==> src/rtl/sprite_plotter_if.sv <==
// Pixel-write bus between the game controller, the sprite plotter and the VGA adapter.
// Hold start with valid inputs; a request is taken only on a rising edge where busy is low.
interface sprite_plotter_if #(
    parameter int X_W = 8,
    parameter int Y_W = 7
);
    logic           start;
    logic [24:0]    sprite;
    logic [X_W-1:0] x_in;
    logic [Y_W-1:0] y_in;
    logic [2:0]     colour_in;
    logic [X_W-1:0] x_out;
    logic [Y_W-1:0] y_out;
    logic [2:0]     colour_out;
    logic           plot;
    logic           busy;
    logic           done;

    modport master (
        output start, sprite, x_in, y_in, colour_in,
        input  x_out, y_out, colour_out, plot, busy, done
    );

    modport slave (
        input  start, sprite, x_in, y_in, colour_in,
        output x_out, y_out, colour_out, plot, busy, done
    );
endinterface

==> src/rtl/sprite_plotter.sv <==
// Latches a 5x5 sprite request, erases the old footprint if the sprite moved,
// then writes all 25 pixels to the framebuffer one per cycle.
module sprite_plotter #(
    parameter logic [2:0] BG_COLOUR = 3'b000,
    parameter int         X_W       = 8,
    parameter int         Y_W       = 7
) (
    input  logic              clock,
    input  logic              resetn,
    sprite_plotter_if.slave   bus,
    output logic [1:0]        o_dbg_state
);
    typedef enum logic [1:0] {
        S_IDLE  = 2'd0,
        S_ERASE = 2'd1,
        S_DRAW  = 2'd2,
        S_DONE  = 2'd3
    } state_t;

    state_t         r_state;
    state_t         w_next_state;
    logic [24:0]    r_sprite;
    logic [X_W-1:0] r_x;
    logic [Y_W-1:0] r_y;
    logic [2:0]     r_colour;
    logic [X_W-1:0] r_prev_x;
    logic [Y_W-1:0] r_prev_y;
    logic           r_prev_valid;
    logic [2:0]     r_row;
    logic [2:0]     r_col;

    logic           w_last;
    logic           w_need_erase;
    logic [X_W-1:0] w_col_x;
    logic [Y_W-1:0] w_row_y;
    logic [4:0]     w_pix;
    logic [4:0]     w_bit_idx;

    assign w_col_x     = {{(X_W-3){1'b0}}, r_col};
    assign w_row_y     = {{(Y_W-3){1'b0}}, r_row};
    assign w_pix       = ({2'b00, r_row} << 2) + {2'b00, r_row} + {2'b00, r_col};
    assign w_bit_idx   = 5'd24 - w_pix;
    assign o_dbg_state = r_state;

    always_ff @(posedge clock) begin
        if (!resetn) r_state <= S_IDLE;
        else         r_state <= w_next_state;
    end

    always_comb begin
        w_next_state = r_state;
        w_last       = (r_row == 3'd4) && (r_col == 3'd4);
        w_need_erase = r_prev_valid && ((bus.x_in != r_prev_x) || (bus.y_in != r_prev_y));
        case (r_state)
            S_IDLE:  if (bus.start) w_next_state = w_need_erase ? S_ERASE : S_DRAW;
            S_ERASE: if (w_last) w_next_state = S_DRAW;
            S_DRAW:  if (w_last) w_next_state = S_DONE;
            S_DONE:  w_next_state = S_IDLE;
            default: w_next_state = S_IDLE;
        endcase
    end

    // Pixel outputs come straight from state and counters; coordinates wrap at the bus width.
    always_comb begin
        bus.plot       = 1'b0;
        bus.busy       = (r_state != S_IDLE);
        bus.done       = 1'b0;
        bus.x_out      = '0;
        bus.y_out      = '0;
        bus.colour_out = BG_COLOUR;
        case (r_state)
            S_ERASE: begin
                bus.plot  = 1'b1;
                bus.x_out = r_prev_x + w_col_x;
                bus.y_out = r_prev_y + w_row_y;
            end
            S_DRAW: begin
                bus.plot       = 1'b1;
                bus.x_out      = r_x + w_col_x;
                bus.y_out      = r_y + w_row_y;
                bus.colour_out = r_sprite[w_bit_idx] ? r_colour : BG_COLOUR;
            end
            S_DONE:  bus.done = 1'b1;
            default: ;
        endcase
    end

    always_ff @(posedge clock) begin
        if (!resetn) begin
            r_sprite     <= '0;
            r_x          <= '0;
            r_y          <= '0;
            r_colour     <= BG_COLOUR;
            r_prev_x     <= '0;
            r_prev_y     <= '0;
            r_prev_valid <= 1'b0;
            r_row        <= '0;
            r_col        <= '0;
        end else begin
            case (r_state)
                S_IDLE: begin
                    if (bus.start) begin
                        r_sprite <= bus.sprite;
                        r_x      <= bus.x_in;
                        r_y      <= bus.y_in;
                        r_colour <= bus.colour_in;
                        r_row    <= '0;
                        r_col    <= '0;
                    end
                end
                S_ERASE, S_DRAW: begin
                    if (r_col == 3'd4) begin
                        r_col <= '0;
                        r_row <= (r_row == 3'd4) ? 3'd0 : r_row + 3'd1;
                    end else begin
                        r_col <= r_col + 3'd1;
                    end
                    if ((r_state == S_DRAW) && w_last) begin
                        r_prev_x     <= r_x;
                        r_prev_y     <= r_y;
                        r_prev_valid <= 1'b1;
                    end
                end
                default: ;
            endcase
        end
    end
endmodule

==> src/flat_wrapper.sv <==
// flat-port wrapper written by rule: the top's interface ports become plain ports
module sprite_plotter_flat 
#(
    parameter logic [2:0] BG_COLOUR = 3'b000,
    parameter int         X_W       = 8,
    parameter int         Y_W       = 7
)
  (clock, resetn, o_dbg_state, bus_start, bus_sprite, bus_x_in, bus_y_in, bus_colour_in, bus_x_out, bus_y_out, bus_colour_out, bus_plot, bus_busy, bus_done);
  sprite_plotter_if #(.X_W(X_W), .Y_W(Y_W)) bus_i ();
  input  logic clock;
  input  logic resetn;
  output logic [1:0] o_dbg_state;
  input wire logic [$bits(bus_i.start)-1:0] bus_start;
  input wire logic [$bits(bus_i.sprite)-1:0] bus_sprite;
  input wire logic [$bits(bus_i.x_in)-1:0] bus_x_in;
  input wire logic [$bits(bus_i.y_in)-1:0] bus_y_in;
  input wire logic [$bits(bus_i.colour_in)-1:0] bus_colour_in;
  output wire logic [$bits(bus_i.x_out)-1:0] bus_x_out;
  output wire logic [$bits(bus_i.y_out)-1:0] bus_y_out;
  output wire logic [$bits(bus_i.colour_out)-1:0] bus_colour_out;
  output wire logic [$bits(bus_i.plot)-1:0] bus_plot;
  output wire logic [$bits(bus_i.busy)-1:0] bus_busy;
  output wire logic [$bits(bus_i.done)-1:0] bus_done;
  assign bus_i.start = bus_start;
  assign bus_i.sprite = bus_sprite;
  assign bus_i.x_in = bus_x_in;
  assign bus_i.y_in = bus_y_in;
  assign bus_i.colour_in = bus_colour_in;
  assign bus_x_out = bus_i.x_out;
  assign bus_y_out = bus_i.y_out;
  assign bus_colour_out = bus_i.colour_out;
  assign bus_plot = bus_i.plot;
  assign bus_busy = bus_i.busy;
  assign bus_done = bus_i.done;
  sprite_plotter #(.BG_COLOUR(BG_COLOUR), .X_W(X_W), .Y_W(Y_W)) u_core (.clock(clock), .resetn(resetn), .bus(bus_i), .o_dbg_state(o_dbg_state));
endmodule
==> config.mk <==
export PLATFORM = sky130hd
export DESIGN_NAME = sprite_plotter_flat
export DESIGN_NICKNAME = d
export VERILOG_FILES = /design/src/rtl/sprite_plotter_if.sv /design/src/rtl/sprite_plotter.sv /design/src/flat_wrapper.sv
export SDC_FILE = /design/constraint.sdc
export NUM_CORES = 1
export LEC_CHECK = 0
export BUFFER_PORTS_ARGS = -buffer_cell sky130_fd_sc_hd__buf_2
export CORE_MARGIN = 2
export CORE_UTILIZATION = 25
export DETAILED_ROUTE_END_ITERATION = 10
export MAX_ROUTING_LAYER = met4
export PLACE_DENSITY = 0.39
export SYNTH_ARGS = -nofsm -noshare
export SYNTH_HDL_FRONTEND = slang
export SYNTH_SLANG_ARGS = --single-unit
==> constraint.sdc <==
create_clock -name clock -period 7.6 [get_ports clock]
set_input_delay 1.52 -clock clock [delete_from_list [all_inputs] [get_ports clock]]
set_output_delay 1.52 -clock clock [all_outputs]
set_load 0.005 [all_outputs]
**Yosys cells after proc, flatten, opt, wreduce, memory -nomap -nowiden**

Cells that the tools add are included.

- Add/subtract/negate cells: 9
- Magnitude comparators: 1
- Equal/unequal tests: 11
- Muxes and demuxes: 19
- Reductions and logical operators: 13

Operators with widths:

| kind | count |
|---|---|
| 3-bit two-way mux | 6 |
| 8-bit by 3-bit adder with 8-bit output | 2 |
| 8-bit case mux with 2 select lines | 1 |
| 7-bit by 3-bit adder with 7-bit output | 2 |
| 7-bit case mux with 2 select lines | 1 |
| 3-bit case mux with 2 select lines | 2 |
| 5-bit by 3-bit adder with 5-bit output | 2 |
| 2-bit two-way mux | 4 |
| 8-bit inequality test | 1 |
| 2-bit case mux with 4 select lines | 1 |
| 7-bit inequality test | 1 |
| 3-bit by 1-bit adder with 3-bit output (second input constant) | 2 |
| 3-bit == test (second input constant) | 2 |
| 5-bit by 6-bit < comparator with 1-bit output (second input constant) | 1 |
| 2-bit by 1-bit inequality test with 1-bit output (second input constant) | 3 |
| 2-bit AND reduction | 3 |
| 3-bit AND reduction | 2 |
| 1-bit binary-select mux with 5-bit select | 1 |
| 5-bit subtractor (first input constant) | 1 |
| 2-bit == test (second input constant) | 2 |
| 2-bit nonzero test | 2 |
| 1-bit logical AND | 3 |
| 1-bit two-way mux | 3 |
| 2-bit by 1-bit == test with 1-bit output (second input constant) | 1 |
| other kinds (4) | 4 |

- Register bits: 67
- Input bits: 46
- Output and inout bits: 23
- Word-level logic and storage cells: 63

**Logic depth before layout (Yosys ltp)**

- Depth after elaboration: 7
- Gate-level depth with buffers: 14
- Gate-level depth less buffers: 11

**Worst setup path after synthesis**

OpenSTA, ideal clock, no wires.

- Path kind: register to output
- From: register u_core.r_state[0] (netlist: u_core.o_dbg_state[0])
- To: output bus_y_out[6]
- Arrival: 2.835 ns
- Required time: 6.080 ns
- Slack: 3.245 ns
- Cell stages (with the launch flop): 14
- Path buffers: 3
- Cells stage by stage: dfxtp_1 > inv_1 > ha_1 > buf_4 > buf_2 > buf_2 > mux2_2 > ha_1 > inv_1 > fa_1 > nor2b_1 > o21ai_0 > or3_1 > and3_1

- Word-level cells in the longest chain between the ends: 2
- Elaborated cells on any way between the ends: 3
- Classes of those cells: eq/ne: 2; mux: 1

RTL lines:

| item | line | RTL |
|---|---|---|
| from (decl) | sprite_plotter.sv:20 | `state_t r_state;` |
| from (signal assigned) | sprite_plotter.sv:47 | `else r_state <= w_next_state;` |
| 2-bit == test or 2-bit by 1-bit == test with 1-bit output (tied branches) | sprite_plotter.sv:71 | `case (r_state)` |
| 7-bit case mux with 2 select lines (*) | sprite_plotter.sv:71 |  |
| to (decl) | flat_wrapper.sv:19 | `output wire logic [$bits(bus_i.y_out)-1:0] bus_y_out;` |

Mark *: on every way between the ends. The rest lies on a longest branch, timed or not.

**Worst setup path after layout**

Ends and elaborated chain as after synthesis.

==> flow_summary.yaml <==
status:
  status: "finished, final reports clean"
finish:
  multi_input_area_mm2: 0.00237
  final_util_pct: 30.8
  seq_area_mm2: 0.00134
  diodes: 0
  postLayoutCellArea_mm2: 0.00468
  drive_above_1_share_pct: 19.0
  area_growth_pct: 20.0
  fin_nets: 584
  fillers: 1647
detailed_routing:
  vias_per_cell: 4.57
  wire_per_inst_um: 14.7
  drt-initial-drc-count: 95
  firstDrtPassIters: 4
  antenna_left: 0
  drcViolationCount: 0
  dr_total_vias: 3215
  drt-total-wl_mm: 10.4
place:
  place_area_mm2: 0.00438
  port-buffer-count: 68
  hpwl_mm: 7.50
  gp_congestion: 0.823
yosys:
  ys_types: 39
  ys.flop_type: "dfxtp_1"
  yosysWarnings: 0
  syn_area_per_cell_um2: 8.60
  yosysSeqAreaShare_pct: 34.4
  syn-num-nets: 527
  synth_seq_cells: 67
  syn-cell-area_mm2: 0.00390
  synth_edf_count: 0
  synthCells: 453
  async_flop_share_pct: 0
timing:
  skew_ns: 0.00640
  holdWs_ns: 0.449
  setup_viol: 0
  grt_setup_unrepaired: "no"
  fmax_mhz: 204
  period_minus_slack_ns: 4.91
  worst_slew_pin_slew_ns: 1.05
  finalCritPeriodShare_pct: 64.6
  final_max_slew_viol_count: 0
  max-slew-margin-rel_pct: 29.8
  setup_tns_ns: 0
  hold_viol_final: 0
setup_path:
  crit_slowest_cell: "or3_1"
  ff2ff_setup_slack_ns: 4.97
  cp_cell_sequence: "inv_1 > ha_1 > buf_4 > mux2_2 > ha_1 > inv_1 > fa_1 > nor2b_1 > o21ai_0 > or3_1 > and3_1 > buf_2"
  timing.rr.end: "u_core.r_prev_y[6]"
  critical_path_arrival_ns: 3.39
  worst_setup_path_end_kind: "output pin"
  critPathMaxFanout: 24
  r2r_cells: 6
  start_kind: "register"
  crit_required_ns: 6.08
  slowest_delay_ns: 0.40
  path_class: "reg -> out"
  timing.rr.start: "u_core.o_dbg_state[0]"
  critPathTopFamily: "adder cells"
  path_buf_inv: 4
clocking:
  cts.sinks: 67
  clkSlewWorstSetupHoldPaths_ns: 0.06
  cts-resized-gates: 0
  clockRootBuffer: "clkbuf_16"
  clk_path_buf_depth: 2
  cts_buffers: 9
  cts_hold_buffers: 0
  cts_tree: "built"
  clkLatencyLatePin_ns: 0.33
  post_cts_buffers: 0
  h-tree-depth: 3
global_routing:
  grt_overflow: 0
  grt_pass1_vias: 3293
  antenna_found_initial: 0
  grt_max_degree: 44
  grt_pass1_wl_mm: 16.8
  gr-usage-all-layers_pct: 13.6
hold_path:
  hold_start: "u_core.r_sprite[17]"
  min_path_type: "reg -> reg"
  hold_path_end: "u_core.r_sprite[17]"
  holdPathStages: 2
job:
  drv_cap: 0
pwr:
  static-leakage-power_nw: 1.89
  cellPowerDensity_mw_per_mm2: 312
  p_total_mw: 1.46
  ir_worst_vdd_uv: 134
die:
  start_util_pct: 25.6
  fp.dieW_um: 129
  std_cell_rows: 45
  core_mm2: 0.0152
  die_h_um: 129
  die_area_mm2: 0.0166
  boundaryPins: 69
layout by cell type, fill, tap and decap left out, types with 2 or more instances in the layout:
| master | count |
|---|---|
| a21o_1 | 4 |
| a21oi_1 | 32 |
| o21ai_0 | 9 |
| dfxtp_1 | 67 |
| nand4_1 | 9 |
| buf_4 | 2 |
| fa_1 | 4 |
| nand2_1 | 104 |
| nor3b_1 | 2 |
| clkinv_2 | 3 |
| o31ai_1 | 3 |
| a21boi_0 | 18 |
| inv_1 | 21 |
| and2_1 | 11 |
| a31oi_1 | 2 |
| mux4_1 | 6 |
| clkbuf_16 | 9 |
| ha_1 | 24 |
| xor2_1 | 12 |
| mux2_2 | 9 |
| nor2b_1 | 19 |
| mux2i_1 | 23 |
| nand2b_1 | 3 |
| and3_1 | 2 |
| clkinvlp_4 | 2 |
| or3_1 | 3 |
| nor2_1 | 11 |
| xnor2_1 | 16 |
| buf_2 | 68 |
| nand3_1 | 4 |
worst min-delay path, delay by kind of cell (launching register included):
kind	cells	cell delay (ns)
DFF	1	0.30
and+or+nand+nor	1	0.05
AOI/OAI and AO/OA	1	0.05
stage by stage:
| step | cells | worst slack, ns |
|---|---|---|
| after floorplan | 453 | 3.24 |
| after global placement | 687 | 3.15 |
| after detailed placement | 687 | 3.03 |
| after CTS | 703 | 2.67 |
| after global routing | 703 | 2.44 |
| final | 703 | 2.69 |
worst max-delay path by stage:
stage / depth (start not counted) / to / slack [ns] / startpoint
2_1_floorplan: 13 / bus_y_out[6] / 3.24 / u_core.o_dbg_state[0]
3_3_place_gp: 12 / bus_y_out[6] / 3.15 / u_core.o_dbg_state[0]
3_5_place_dp: 12 / bus_y_out[6] / 3.03 / u_core.o_dbg_state[0]
4_1_cts: 12 / bus_y_out[6] / 2.67 / u_core.o_dbg_state[0]
5_1_grt: 12 / bus_y_out[6] / 2.44 / u_core.o_dbg_state[0]
6_report: 12 / bus_y_out[6] / 2.69 / u_core.o_dbg_state[0]
cell type report:
cell class,instances,share of cell area [%]
Sequential cell,67,28.7
Timing Repair Buffer,70,7.60
Inverter,21,1.69
Multi-Input combinational cell,341,50.7
Tap cell,188,5.03
Clock inverter,7,1.47
Clock buffer,9,4.82
report_power, final:
group	switching (mW)	internal, mW	leakage (nW)
Combinational	0.357	0.239	1.21
Clock	0.160	0.253	0.141
Sequential	0.0439	0.404	0.547
cells by family after synthesis:
logic type | Yosys count | share of synthesized area [%]
xor+xnor | 28 | 6.29
buf+inv | 45 | 4.78
compound gates | 73 | 11.5
fa+ha+maj | 28 | 9.76
simple gates | 174 | 20.7
mux | 38 | 12.6
flops | 67 | 34.4
layer usage:
layer  share of wire [%]  up-vias  track usage (%)
li1                    -     1641                -
met1                  48     1520             16.8
met2                  48       44             22.0
met3                 3.4       10             2.95
met4                 1.1        0             4.41
met5                   0        -                -
flip-flops by register name, summed over array words and instances (netlist names):
register and count:
u_core.r_x 8, u_core.o_dbg_state 2, u_core.r_prev_valid 1, u_core.r_prev_y 7, u_core.r_sprite 25, u_core.r_col 3
u_core.r_prev_x 8, u_core.r_row 3, u_core.r_y 7, u_core.r_colour 3
synth_stat cells, types with 2 or more instances:
library cell  number  area, um2
nand4_1            9       56.3
a21boi_0          18        135
inv_1             21       78.8
or3_1              3       18.8
dfxtp_1           67       1340
a21o_1             4       30.0
clkbuf_1          19       71.3
and3_1             2       12.5
and2_1            11       68.8
buf_2              2       10.0
nand3_1            4       20.0
nand2b_1           3       18.8
mux4_1             6        158
nor2b_1           19        119
nor2_1            11       41.3
buf_4              2       15.0
ha_1              24        300
o31ai_1            3       22.5
mux2i_1           23        230
nand2_1          105        394
o21ai_0            9       45.0
xnor2_1           16        140
a21oi_1           32        160
mux2_2             9        101
a31oi_1            2       12.5
nor3b_1            2       15.0
fa_1               4       80.1
xor2_1            12        105
(Power assumes the default switching activity.)
